**config.mk**
```make
export PLATFORM = sky130hd
export DESIGN_NAME = axi_slave_wr_ctrl
export DESIGN_NICKNAME = d
export VERILOG_FILES = /design/src/rtl/axi_slave_wr_ctrl.sv
export SDC_FILE = /design/constraint.sdc
export NUM_CORES = 1
export LEC_CHECK = 0
export BUFFER_PORTS_ARGS = -buffer_cell sky130_fd_sc_hd__buf_2
export CAP_MARGIN = 20
export CORE_UTILIZATION = 25
export DETAILED_ROUTE_END_ITERATION = 6
export MAX_ROUTING_LAYER = met4
export PLACE_DENSITY_LB_ADDON = 0.12
export SLEW_MARGIN = 15
export SYNTH_ARGS = -nofsm -noshare
export SYNTH_HDL_FRONTEND = slang
export SYNTH_SLANG_ARGS = --single-unit
```
**constraint.sdc**
```tcl
create_clock -name clk -period 1.6 [get_ports clk]
set_input_delay 0.16 -clock clk [delete_from_list [all_inputs] [get_ports clk]]
set_output_delay 0.16 -clock clk [all_outputs]
set_load 0.05 [all_outputs]
```
**src/rtl/axi_slave_wr_ctrl.sv**
```systemverilog
// AXI write-channel slave that turns single-ID write bursts into word writes on a simple SRAM port.
// Optional macro WR_BURST_CHECK_EN flags malformed bursts with a SLVERR response.
module axi_slave_wr_ctrl #(
   parameter int unsigned MEM_ADDR_BITS = 14
) (
   input  logic                     clk,
   input  logic                     rst,
   input  logic [7:0]               AWID_S,
   input  logic [31:0]              AWADDR,
   input  logic [3:0]               AWLEN,
   input  logic [2:0]               AWSIZE,
   input  logic [1:0]               AWBURST,
   input  logic                     AWVALID,
   output logic                     AWREADY,
   input  logic [31:0]              WDATA,
   input  logic [3:0]               WSTRB,
   input  logic                     WLAST,
   input  logic                     WVALID,
   output logic                     WREADY,
   output logic [7:0]               BID_S,
   output logic [1:0]               BRESP,
   output logic                     BVALID,
   input  logic                     BREADY,
   output logic                     mem_cs,
   output logic [3:0]               mem_we,
   output logic [MEM_ADDR_BITS-1:0] mem_addr,
   output logic [31:0]              mem_di
);

   typedef enum logic [1:0] {StIdle, StData, StResp} state_e;

   state_e                   state_q, state_d;
   logic                     awready_q, awready_d;
   logic                     wready_q, wready_d;
   logic                     bvalid_q, bvalid_d;
   logic [1:0]               bresp_q, bresp_d;
   logic [7:0]               id_q, id_d;
   logic [MEM_ADDR_BITS-1:0] addr_q, addr_d;
   logic [3:0]               len_q, len_d;
   logic [3:0]               cnt_q, cnt_d;
   logic                     fixed_q, fixed_d;
   logic                     err_q, err_d;

   logic aw_hs, w_hs, b_hs, last_beat, size_err, beat_err;

   assign aw_hs     = awready_q & AWVALID;
   assign w_hs      = wready_q & WVALID;
   assign b_hs      = bvalid_q & BREADY;
   assign last_beat = WLAST | (cnt_q == len_q);

`ifdef WR_BURST_CHECK_EN
   logic unused_addr;
   assign unused_addr = ^{AWADDR[1:0], AWADDR[31:MEM_ADDR_BITS+2]};
   assign size_err    = (AWSIZE != 3'b010);
   // Flags early WLAST as well as a missing WLAST on the final counted beat.
   assign beat_err    = WLAST ^ (cnt_q == len_q);
`else
   logic unused_in;
   assign unused_in = ^{AWADDR[1:0], AWADDR[31:MEM_ADDR_BITS+2], AWSIZE};
   assign size_err  = 1'b0;
   assign beat_err  = 1'b0;
`endif

   always_comb begin
      state_d   = state_q;
      awready_d = awready_q;
      wready_d  = wready_q;
      bvalid_d  = bvalid_q;
      bresp_d   = bresp_q;
      id_d      = id_q;
      addr_d    = addr_q;
      len_d     = len_q;
      cnt_d     = cnt_q;
      fixed_d   = fixed_q;
      err_d     = err_q;
      unique case (state_q)
         StIdle: begin
            if (aw_hs) begin
               id_d      = AWID_S;
               addr_d    = AWADDR[MEM_ADDR_BITS+1:2];
               len_d     = AWLEN;
               fixed_d   = (AWBURST == 2'b00);
               cnt_d     = 4'd0;
               err_d     = size_err;
               awready_d = 1'b0;
               wready_d  = 1'b1;
               state_d   = StData;
            end
         end
         StData: begin
            if (w_hs) begin
               if (!fixed_q) addr_d = addr_q + MEM_ADDR_BITS'(1);
               cnt_d = cnt_q + 4'd1;
               err_d = err_q | beat_err;
               if (last_beat) begin
                  wready_d = 1'b0;
                  bvalid_d = 1'b1;
                  bresp_d  = (err_q | beat_err) ? 2'b10 : 2'b00;
                  state_d  = StResp;
               end
            end
         end
         StResp: begin
            if (b_hs) begin
               bvalid_d  = 1'b0;
               bresp_d   = 2'b00;
               awready_d = 1'b1;
               state_d   = StIdle;
            end
         end
         default: state_d = StIdle;
      endcase
   end

   always_ff @(posedge clk) begin
      if (rst) begin
         state_q   <= StIdle;
         awready_q <= 1'b1;
         wready_q  <= 1'b0;
         bvalid_q  <= 1'b0;
         bresp_q   <= 2'b00;
         id_q      <= 8'h00;
         addr_q    <= '0;
         len_q     <= 4'd0;
         cnt_q     <= 4'd0;
         fixed_q   <= 1'b0;
         err_q     <= 1'b0;
      end else begin
         state_q   <= state_d;
         awready_q <= awready_d;
         wready_q  <= wready_d;
         bvalid_q  <= bvalid_d;
         bresp_q   <= bresp_d;
         id_q      <= id_d;
         addr_q    <= addr_d;
         len_q     <= len_d;
         cnt_q     <= cnt_d;
         fixed_q   <= fixed_d;
         err_q     <= err_d;
      end
   end

   assign AWREADY  = awready_q;
   assign WREADY   = wready_q;
   assign BVALID   = bvalid_q;
   assign BID_S    = id_q;
   assign BRESP    = bresp_q;
   // Memory strobes are purely a function of the live W handshake.
   assign mem_cs   = w_hs;
   assign mem_we   = w_hs ? WSTRB : 4'b0000;
   assign mem_di   = w_hs ? WDATA : 32'h0;
   assign mem_addr = addr_q;

endmodule

```
==> results_dict.tcl, run 1 <==
set metrics [dict create \
    cts_hold_buf 0 \
    fillers 860 \
    syn_inst 276 \
    overflow 0 \
    cts.path.max_buffers 2 \
    status "finished, final reports clean" \
    netlist_area_mm2 0.00208 \
    floorplan.initialDensity 0.263 \
    synthXorXnorAreaFrac 0.0253 \
    seq_area_frac_synth 0.347 \
    switching_share 0.381 \
    clk_latency_ps 290 \
    hp-start "AWID_S[2]" \
    synth_top_family_by_area "simple AND/OR/NAND/NOR gates" \
    finalWorstSetupSlack_ps 97.4 \
    hold_class "in -> reg" \
    syn_avg_cell_area_um2 7.53 \
    grt_pass1_wl_um 10900 \
    numCtsBuffers 5 \
    num_vias 2456 \
    ys.flop_type "dfxtp_1" \
    num_antenna_cells 0 \
    yosys.cell_types.count 46 \
    synthMuxAreaShare 0 \
    startpoint "state_q[1]" \
    dp_hpwl_um 5010 \
    place_ws_ps 71.9 \
    io_pins 155 \
    maxSlewHeadroom 0.586 \
    gp_congestion 0.766 \
    p_leak_nw 1.55 \
    clock_sinks 36 \
    slew_viol_final 0 \
    p_total_mw 2.53 \
    setup.worst_path.class "reg -> reg" \
    vias_per_cell 4.78 \
    power.share.clock 0.282 \
    ir_worst_vdd_v 0.000322 \
    finalClockSkew_ps 8.44 \
    grt_pass1_vias 2235 \
    yosysWarningCount 0 \
    drc_errors 0 \
    drt_wl_total_um 6740 \
    rows 32 \
    period_minus_slack_ps 1500 \
    syn_to_final_growth_pct 46.6 \
    r2r_start "state_q[1]" \
    drive_gt1_frac 0.437 \
    cp_cell_sequence "and4b_2 > nand2b_4 > or4_1 > a31oi_1" \
    cts_tree "yes" \
    antenna_found_initial 0 \
    coreArea_mm2 0.00789 \
    die_w_um 93.2 \
    grt_max_degree 40 \
    async_flop_share 0 \
    slowest_stage "or4_1" \
    die_y_um 93.2 \
    setup_viol 0 \
    ys_seq_elements 36 \
    final_nets 504 \
    cp-end-kind "register" \
    switching_power_uw 964 \
    crit_path_max_fanout 9 \
    synth_fa_ha_area_frac 0.0120 \
    p_seq_frac 0.403 \
    synth_simple_gate_area_frac 0.374 \
    drt_iter0_drc 89 \
    synth_compound_area_frac 0.188 \
    drt.antenna.violating_nets 0 \
    powerDensity_mw_per_mm2 833 \
    maxCapViolCount 0 \
    worstPathArrival_ps 1720 \
    final_hold_viol_count 0 \
    wire_per_inst_um 13.1 \
    tightest_slew_ps 621 \
    fmax_mhz 666 \
    cp.required_ps 1820 \
    synth_edf_count 0 \
    clkTransAtPathRegs_ps 80 \
    comb_power_share 0.316 \
    clockRootBuffer "clkbuf_8" \
    post-route-period-util 0.939 \
    start_kind "register" \
    port_buffers 131 \
    fp.dieArea_mm2 0.00868 \
    cts-htree-levels 2 \
    intPower_mw 1.57 \
    grt_usage 0.162 \
    dr.pass1.iters 4 \
    slowest_delay_ps 500 \
]
==> critical path, delay by kind of cell, from the launching register on <==
family	cells	cell delay (ps)
simple gates	3	910
flops	1	360
compound gates	1	160
==> power groups by stage <==
stage | logic, mW | clock network (mW) | registers [mW]
final | 0.800 | 0.714 | 1.02
after global routing | 0.866 | 0.776 | 1.03
after CTS | 0.805 | 0.743 | 1.02
after global placement | 0.799 | 0 | 1.04
after floorplan | 0.385 | 0 | 1.20
after detailed placement | 0.803 | 0 | 1.04
==> what timing repair did <==
action	CTS	global route
resized for setup	0	5
buffers inserted	0	0
setup endpoints to repair	0	39
==> metrics by stage <==
stage	area [um^2]	hold WS, ps	utilization	TNS, ps	instances
2_1_floorplan	2110	296	-	-30.8	277
3_5_place_dp	2940	407	0.372	0	506
3_3_place_gp	2940	400	0.372	0	506
6_report	3040	92.8	0.386	0	514
4_1_cts	3030	84.4	0.385	0	514
5_1_grt	3040	93.1	0.386	-25.4	514
==> layer usage <==
layer / wire, um / global-route usage / up-vias
li1: - / - / 1261
met1: 3170 / 0.205 / 1126
met2: 3200 / 0.263 / 64
met3: 298 / 0.0333 / 5
met4: 64 / 0.0410 / 0
met5: 0 / - / -
==> cells in the final DEF, fill, tap and decap left out, drive strengths merged, types with 3 or more instances in the layout <==
cell type  netlist  final
buf              9    152
and3            38     38
nand2           37     37
dfxtp           36     36
a21oi           27     27
nor2            14     14
o21ai           11     11
and2            11     11
a31oi            9      9
nor3             8      8
clkbuf          16      6
nand3            5      5
nor2b            4      4
nand4            4      4
xnor2            4      4
nand2b           4      4
and4             3      3
a211oi           3      3
nor4             3      3
==> registers in the layout (all words and copies together) (netlist names) <==
signal	count
mem_addr	14
WREADY	1
len_q	4
BID_S	8
fixed_q	1
state_q	2
cnt_q	4
AWREADY	1
BVALID	1
==> Yosys cell counts (3+ instances only) <==
library cell / n / area (um^2)
clkbuf_1: 16 / 60.1
o21ai_0: 11 / 55.1
and2_1: 8 / 50.1
nand3_1: 5 / 25.0
buf_2: 5 / 25.0
nor3_1: 8 / 40.0
and2_0: 3 / 18.8
nand4_1: 4 / 25.0
a21oi_1: 27 / 135
dfxtp_1: 36 / 721
nand2b_1: 3 / 18.8
and4_1: 3 / 26.3
a211oi_1: 3 / 22.5
nand2_1: 37 / 139
nor2_1: 14 / 52.6
nor2b_1: 4 / 25.0
a31oi_1: 9 / 56.3
and3_1: 38 / 238
nor4_1: 3 / 18.8
xnor2_1: 4 / 35.0
==> cell families (layout without fill, tap and decap cells) <==
group / count (synthesis) / in the layout
AOI/OAI and AO/OA: 65 / 65
xor gates and xnor gates: 6 / 6
adders and majority gates: 2 / 2
buffers and inverters: 25 / 160
DFF: 36 / 36
other: 1 / 2
and+or+nand+nor: 141 / 141
==> area by class of cell <==
cell class                 count  area (um^2)  area share
clock buffer                   6         82.6      0.0271
clock inverter                 2         13.8     0.00452
multi-input combinational    216         1260       0.413
sequential                    36          747       0.245
tap                          102          128      0.0419
timing repair buffer         152          817       0.268
==> final timing paths <==
| path | end | slack [ps] | cells after the start |
|---|---|---|---|
| setup / recovery | mem_addr[11] | 100 | 4 |
| hold / removal | BID_S[2] | 90 | 3 |
| setup reg to reg | mem_addr[11] | 100 | 4 |
| hold reg to reg | BID_S[6] | 450 | 2 |
Power figures use the tool's default switching activity.
==> run 2, diff against run 1 <==
Settings changed: CTS_CLUSTER_DIAMETER set to 150, RECOVER_POWER set to 50.
==> run 2 against run 1 <==
Combinational power is 1% lower. Critical path depth stayed put. Routed wire length hardly changed. Global-route usage stayed put. First-iteration DRC count is 1.1% lower. Sequential share of layout area is 0.21 points higher. Clock skew hardly changed. Non-clock buffer count stayed put. Count of clock-buffer cells in the layout stayed put. Register-to-register slack hardly changed. Cell area is 0.86% lower. Setup slack worse by 1.7 ps.
==> results_dict.tcl, run 2 (synthesized netlist as in run 1, its figures left out) <==
set metrics [dict create \
    status "finished, final reports clean" \
    syn_to_final_growth_pct 45.3 \
    powerDensity_mw_per_mm2 836 \
    fmax_mhz 665 \
    switching_power_uw 965 \
    postPlaceCellArea_mm2 0.00294 \
    setup.worst_path.class "reg -> reg" \
    p_leak_nw 1.47 \
    clkTransAtPathRegs_ps 80 \
    hold_class "in -> reg" \
    cp.required_ps 1820 \
    slowest_delay_ps 500 \
    intPower_mw 1.56 \
    power.share.clock 0.282 \
    ir_worst_vdd_v 0.000321 \
    gp_congestion 0.766 \
    slew_viol_final 0 \
    maxCapViolCount 0 \
    floorplan.initialDensity 0.263 \
    io_pins 155 \
    drt.antenna.violating_nets 0 \
    grt_max_degree 40 \
    port_buffers 131 \
    grt_pass1_wl_um 10900 \
    period_minus_slack_ps 1500 \
    clock_sinks 36 \
    num_antenna_cells 0 \
    cts.path.max_buffers 2 \
    vias_per_cell 4.77 \
    p_seq_frac 0.405 \
    post-route-period-util 0.940 \
    die_w_um 93.2 \
    overflow 0 \
    final_hold_viol_count 0 \
    setup_viol 0 \
    dr.pass1.iters 4 \
    num_vias 2454 \
    drive_gt1_frac 0.386 \
    final_util 0.383 \
    largest_register_ff_count 14 \
    design_area_mm2 0.00302 \
    cp-end-kind "register" \
    grt_pass1_vias 2235 \
    drt_wl_total_um 6740 \
    clockRootBuffer "clkbuf_8" \
    layout_commonest_cell "buf_2" \
    cts_tree "yes" \
    dp_hpwl_um 5010 \
    comb_power_share 0.313 \
    drt_iter0_drc 88 \
    final_cell_mix "buf_2 (110), and3_1 (38), nand2_1 (36), a21oi_1 (27)" \
    regArea_um2 747 \
    cp.buffers_inverters 0 \
    coreArea_mm2 0.00789 \
    clk_latency_ps 290 \
    p_total_mw 2.52 \
    fillers 869 \
    finalClockSkew_ps 8.56 \
    numCtsBuffers 5 \
    switching_share 0.382 \
    tightest_slew_ps 617 \
    rows 32 \
    die_y_um 93.2 \
    wire_per_inst_um 13.1 \
    slowest_stage "or4_1" \
    grt_usage 0.162 \
    fp.dieArea_mm2 0.00868 \
    maxSlewHeadroom 0.589 \
    cp_top_family "simple AND/OR/NAND/NOR gates" \
    drc_errors 0 \
    final_nets 504 \
    cp_cell_sequence "and4b_2 > nand2b_4 > or4_1 > a31oi_1" \
    multiInputGateArea_mm2 0.00126 \
    start_kind "register" \
    antenna_found_initial 0 \
    crit_path_max_fanout 9 \
    cts-htree-levels 2 \
    cts_hold_buf 0 \
    worstPathArrival_ps 1720 \
    fin_tns_setup_ps 0 \
]
-- run 2: cell count changes in the layout (fill, tap and decap cells not counted), sizes merged --
cell and delta:
buf -21, clkbuf +21
-- run 2: path summary, 6_finish.rpt --
kind / start / endpoint / slack, ps / cells past startpoint
worst max register to register: state_q[1] / mem_addr[11] / 100 / 4
worst min register to register: BID_S[6] / BID_S[6] / 450 / 2
worst min-delay path: AWID_S[2] / BID_S[2] / 90 / 3
worst max-delay path: state_q[1] / mem_addr[11] / 100 / 4
-- run 2: final cells by class --
cell class | count | area share
clock buffer | 6 | 0.0274
clock inverter | 2 | 0.00456
multi-input combinational | 216 | 0.416
sequential | 36 | 0.248
tap | 102 | 0.0423
timing repair buffer | 152 | 0.262
-- run 2: what timing repair did --
item / CTS / global route
setup endpoints to repair: 0 / 39
resized for setup: 0 / 5
setup buffers: 0 / 0
-- run 2: layer usage --
| layer | track usage | up-vias | part of all wire |
|---|---|---|---|
| li1 | - | 1260 | - |
| met1 | 0.205 | 1120 | 0.47 |
| met2 | 0.263 | 69 | 0.47 |
| met3 | 0.0333 | 5 | 0.048 |
| met4 | 0.0410 | 0 | 0.0095 |
| met5 | - | - | 0 |
-- run 2: power groups by stage --
stage,Clock (mW),Combinational [mW],Sequential (mW)
after global placement,0,0.799,1.04
after floorplan,0,0.385,1.20
final,0.713,0.790,1.02
after CTS,0.743,0.805,1.02
after detailed placement,0,0.803,1.04
after global routing,0.776,0.855,1.03
-- run 2: tightest hold or removal path: cells and delay by family --
family,cells,cell delay [ps]
and+or+nand+nor,1,40
buffers and inverters,1,100
AOI/OAI and AO/OA,1,50
-- run 2: through the flow --
stage | hold slack (ps) | instances | setup slack (ps)
floorplan | 296 | 277 | -30.8
global placement | 400 | 506 | 72.7
detailed placement | 407 | 506 | 71.9
CTS | 84.4 | 514 | 48.1
global route | 93.1 | 514 | -25.4
finish | 93.6 | 514 | 95.7
==> run 3, diff against run 2 <==
--- a/constraint.sdc
+++ b/constraint.sdc
@@ -3,2 +3,2 @@
 set_output_delay 0.16 -clock clk [all_outputs]
-set_load 0.05 [all_outputs]
+set_load 0.01 [all_outputs]
==> run 3 against run 2 <==
Global-route usage down 0.27 points. First-iteration DRC count up 2.3%. Sequential power about the same. Utilization up 0.54 points. Routed wire length up 0.45%. Flip-flop and latch count unchanged. Combinational power down 28%. Hold slack better by 0.89 ps. Critical path type unchanged. Largest cell class unchanged. Largest power group unchanged. Highest routed layer unchanged.
==> results_dict.tcl, run 3 (synthesized netlist as in run 1, its figures left out) <==
set metrics [dict create \
    status "finished, final reports clean" \
    fillers 867 \
    maxSlewHeadroom 0.648 \
    min_delay_path_depth 3 \
    power.share.clock 0.301 \
    dpl.cell_count 512 \
    cp_cell_sequence "and4b_2 > nand2b_4 > or4_1 > a31oi_1" \
    drive_gt1_frac 0.400 \
    slowest_stage "or4_1" \
    grt_usage 0.159 \
    design_area_mm2 0.00306 \
    drt_wl_total_um 6770 \
    grt_pass1_wl_um 10800 \
    numCtsBuffers 5 \
    rows 32 \
    finalClockSkew_ps 9.83 \
    fp.dieArea_mm2 0.00868 \
    slew_viol_final 0 \
    post-route-period-util 0.948 \
    switching_share 0.321 \
    cts-htree-levels 2 \
    tightest_slew_ps 528 \
    cts_resized 0 \
    switching_power_uw 725 \
    cts_hold_buf 0 \
    port_buffers 131 \
    p_leak_nw 1.53 \
    gp_congestion 0.784 \
    clock_sinks 36 \
    largest_register_ff_count 14 \
    hold_class "in -> reg" \
    cp.buffers_inverters 0 \
    rr_endpoint "mem_addr[9]" \
    final_cell_mix "buf_2 (121), and3_1 (38), nand2_1 (36), dfxtp_1 (32)" \
    cts.path.max_buffers 2 \
    die_y_um 93.2 \
    vias_per_cell 4.71 \
    intPower_mw 1.53 \
    num_vias 2449 \
    comb_power_share 0.253 \
    worstPathArrival_ps 1730 \
    period_minus_slack_ps 1520 \
    dr.pass1.iters 4 \
    syn_to_final_growth_pct 47.3 \
    dp_hpwl_um 5180 \
    post_cts_buffers 0 \
    drt.antenna.violating_nets 0 \
    whs_endpoint "len_q[1]" \
    maxCapViolCount 0 \
    r2r_slack_ps 80 \
    clkTransAtPathRegs_ps 90 \
    setup.worst_path.class "reg -> reg" \
    final_nets 510 \
    grt_max_degree 40 \
    floorplan.initialDensity 0.263 \
    cp.required_ps 1810 \
    r2r_start "state_q[1]" \
    rr_worst_depth 4 \
    final_util 0.388 \
    ir_worst_vdd_v 0.000453 \
    drt_iter0_drc 90 \
    io_pins 155 \
    coreArea_mm2 0.00789 \
    fin_tns_setup_ps 0 \
    die_w_um 93.2 \
    num_antenna_cells 0 \
    cp_top_family "simple AND/OR/NAND/NOR gates" \
    postPlaceCellArea_mm2 0.00296 \
    p_seq_frac 0.446 \
    powerDensity_mw_per_mm2 737 \
    crit_path_max_fanout 6 \
    setup_viol 0 \
    hp-start "AWLEN[1]" \
    startpoint "state_q[1]" \
    cts_tree "yes" \
    drc_errors 0 \
    layout_commonest_cell "buf_2" \
    clk_latency_ps 290 \
    wire_per_inst_um 13.0 \
    stdcell_count 520 \
    start_kind "register" \
    fmax_mhz 659 \
    antenna_found_initial 0 \
    final_hold_viol_count 0 \
    clockRootBuffer "clkbuf_8" \
    cp-end-kind "register" \
    slowest_delay_ps 500 \
    grt_pass1_vias 2256 \
    overflow 0 \
]
[run 3: through the flow]
step | setup WS, ps | power, mW | hold slack, ps
2_1_floorplan | 14.0 | 1.33 | 296
3_3_place_gp | 67.4 | 1.60 | 401
3_5_place_dp | 18.1 | 1.61 | 408
4_1_cts | 0.494 | 2.30 | 87.5
5_1_grt | -67.1 | 2.38 | 92.0
6_report | 82.8 | 2.26 | 94.5
[run 3: area by class of cell]
type	count	area (um^2)	share of cell area
Tap cell	102	128	0.0417
Sequential cell	36	728	0.238
Clock inverter	3	23.8	0.00777
Timing Repair Buffer	158	846	0.276
Multi-Input combinational cell	216	1270	0.414
Clock buffer	5	68.8	0.0225
[run 3: worst max path at each step]
stage	to	slack, ps	depth (start not counted)
floorplan	mem_addr[12]	10	6
global placement	mem_addr[9]	70	4
detailed placement	mem_addr[9]	20	4
CTS	mem_addr[9]	0.5	4
global route	state_q[0]	-70	4
finish	mem_addr[9]	80	4
[run 3: layer usage]
metal  GRT usage  wire length [um]  vias to the layer above
li1            -                 -                     1275
met3      0.0163               208                        4
met1       0.202              3230                     1115
met4      0.0462                63                        0
met2       0.268              3270                       55
met5           -                 0                        -
[run 3: worst register-to-register path, delay by kind of cell, from the launching register on]
| kind | cells | cell delay (ps) |
|---|---|---|
| AND/OR/NAND/NOR | 3 | 920 |
| flip-flops | 1 | 340 |
| AO/OA/AOI/OAI | 1 | 180 |
[run 3: power groups by stage]
stage / registers [mW] / logic (mW) / clock network (mW)
global placement: 1.02 / 0.576 / 0
global route: 1.02 / 0.643 / 0.726
finish: 1.01 / 0.572 / 0.679
CTS: 1.00 / 0.582 / 0.712
detailed placement: 1.03 / 0.580 / 0
floorplan: 1.05 / 0.278 / 0
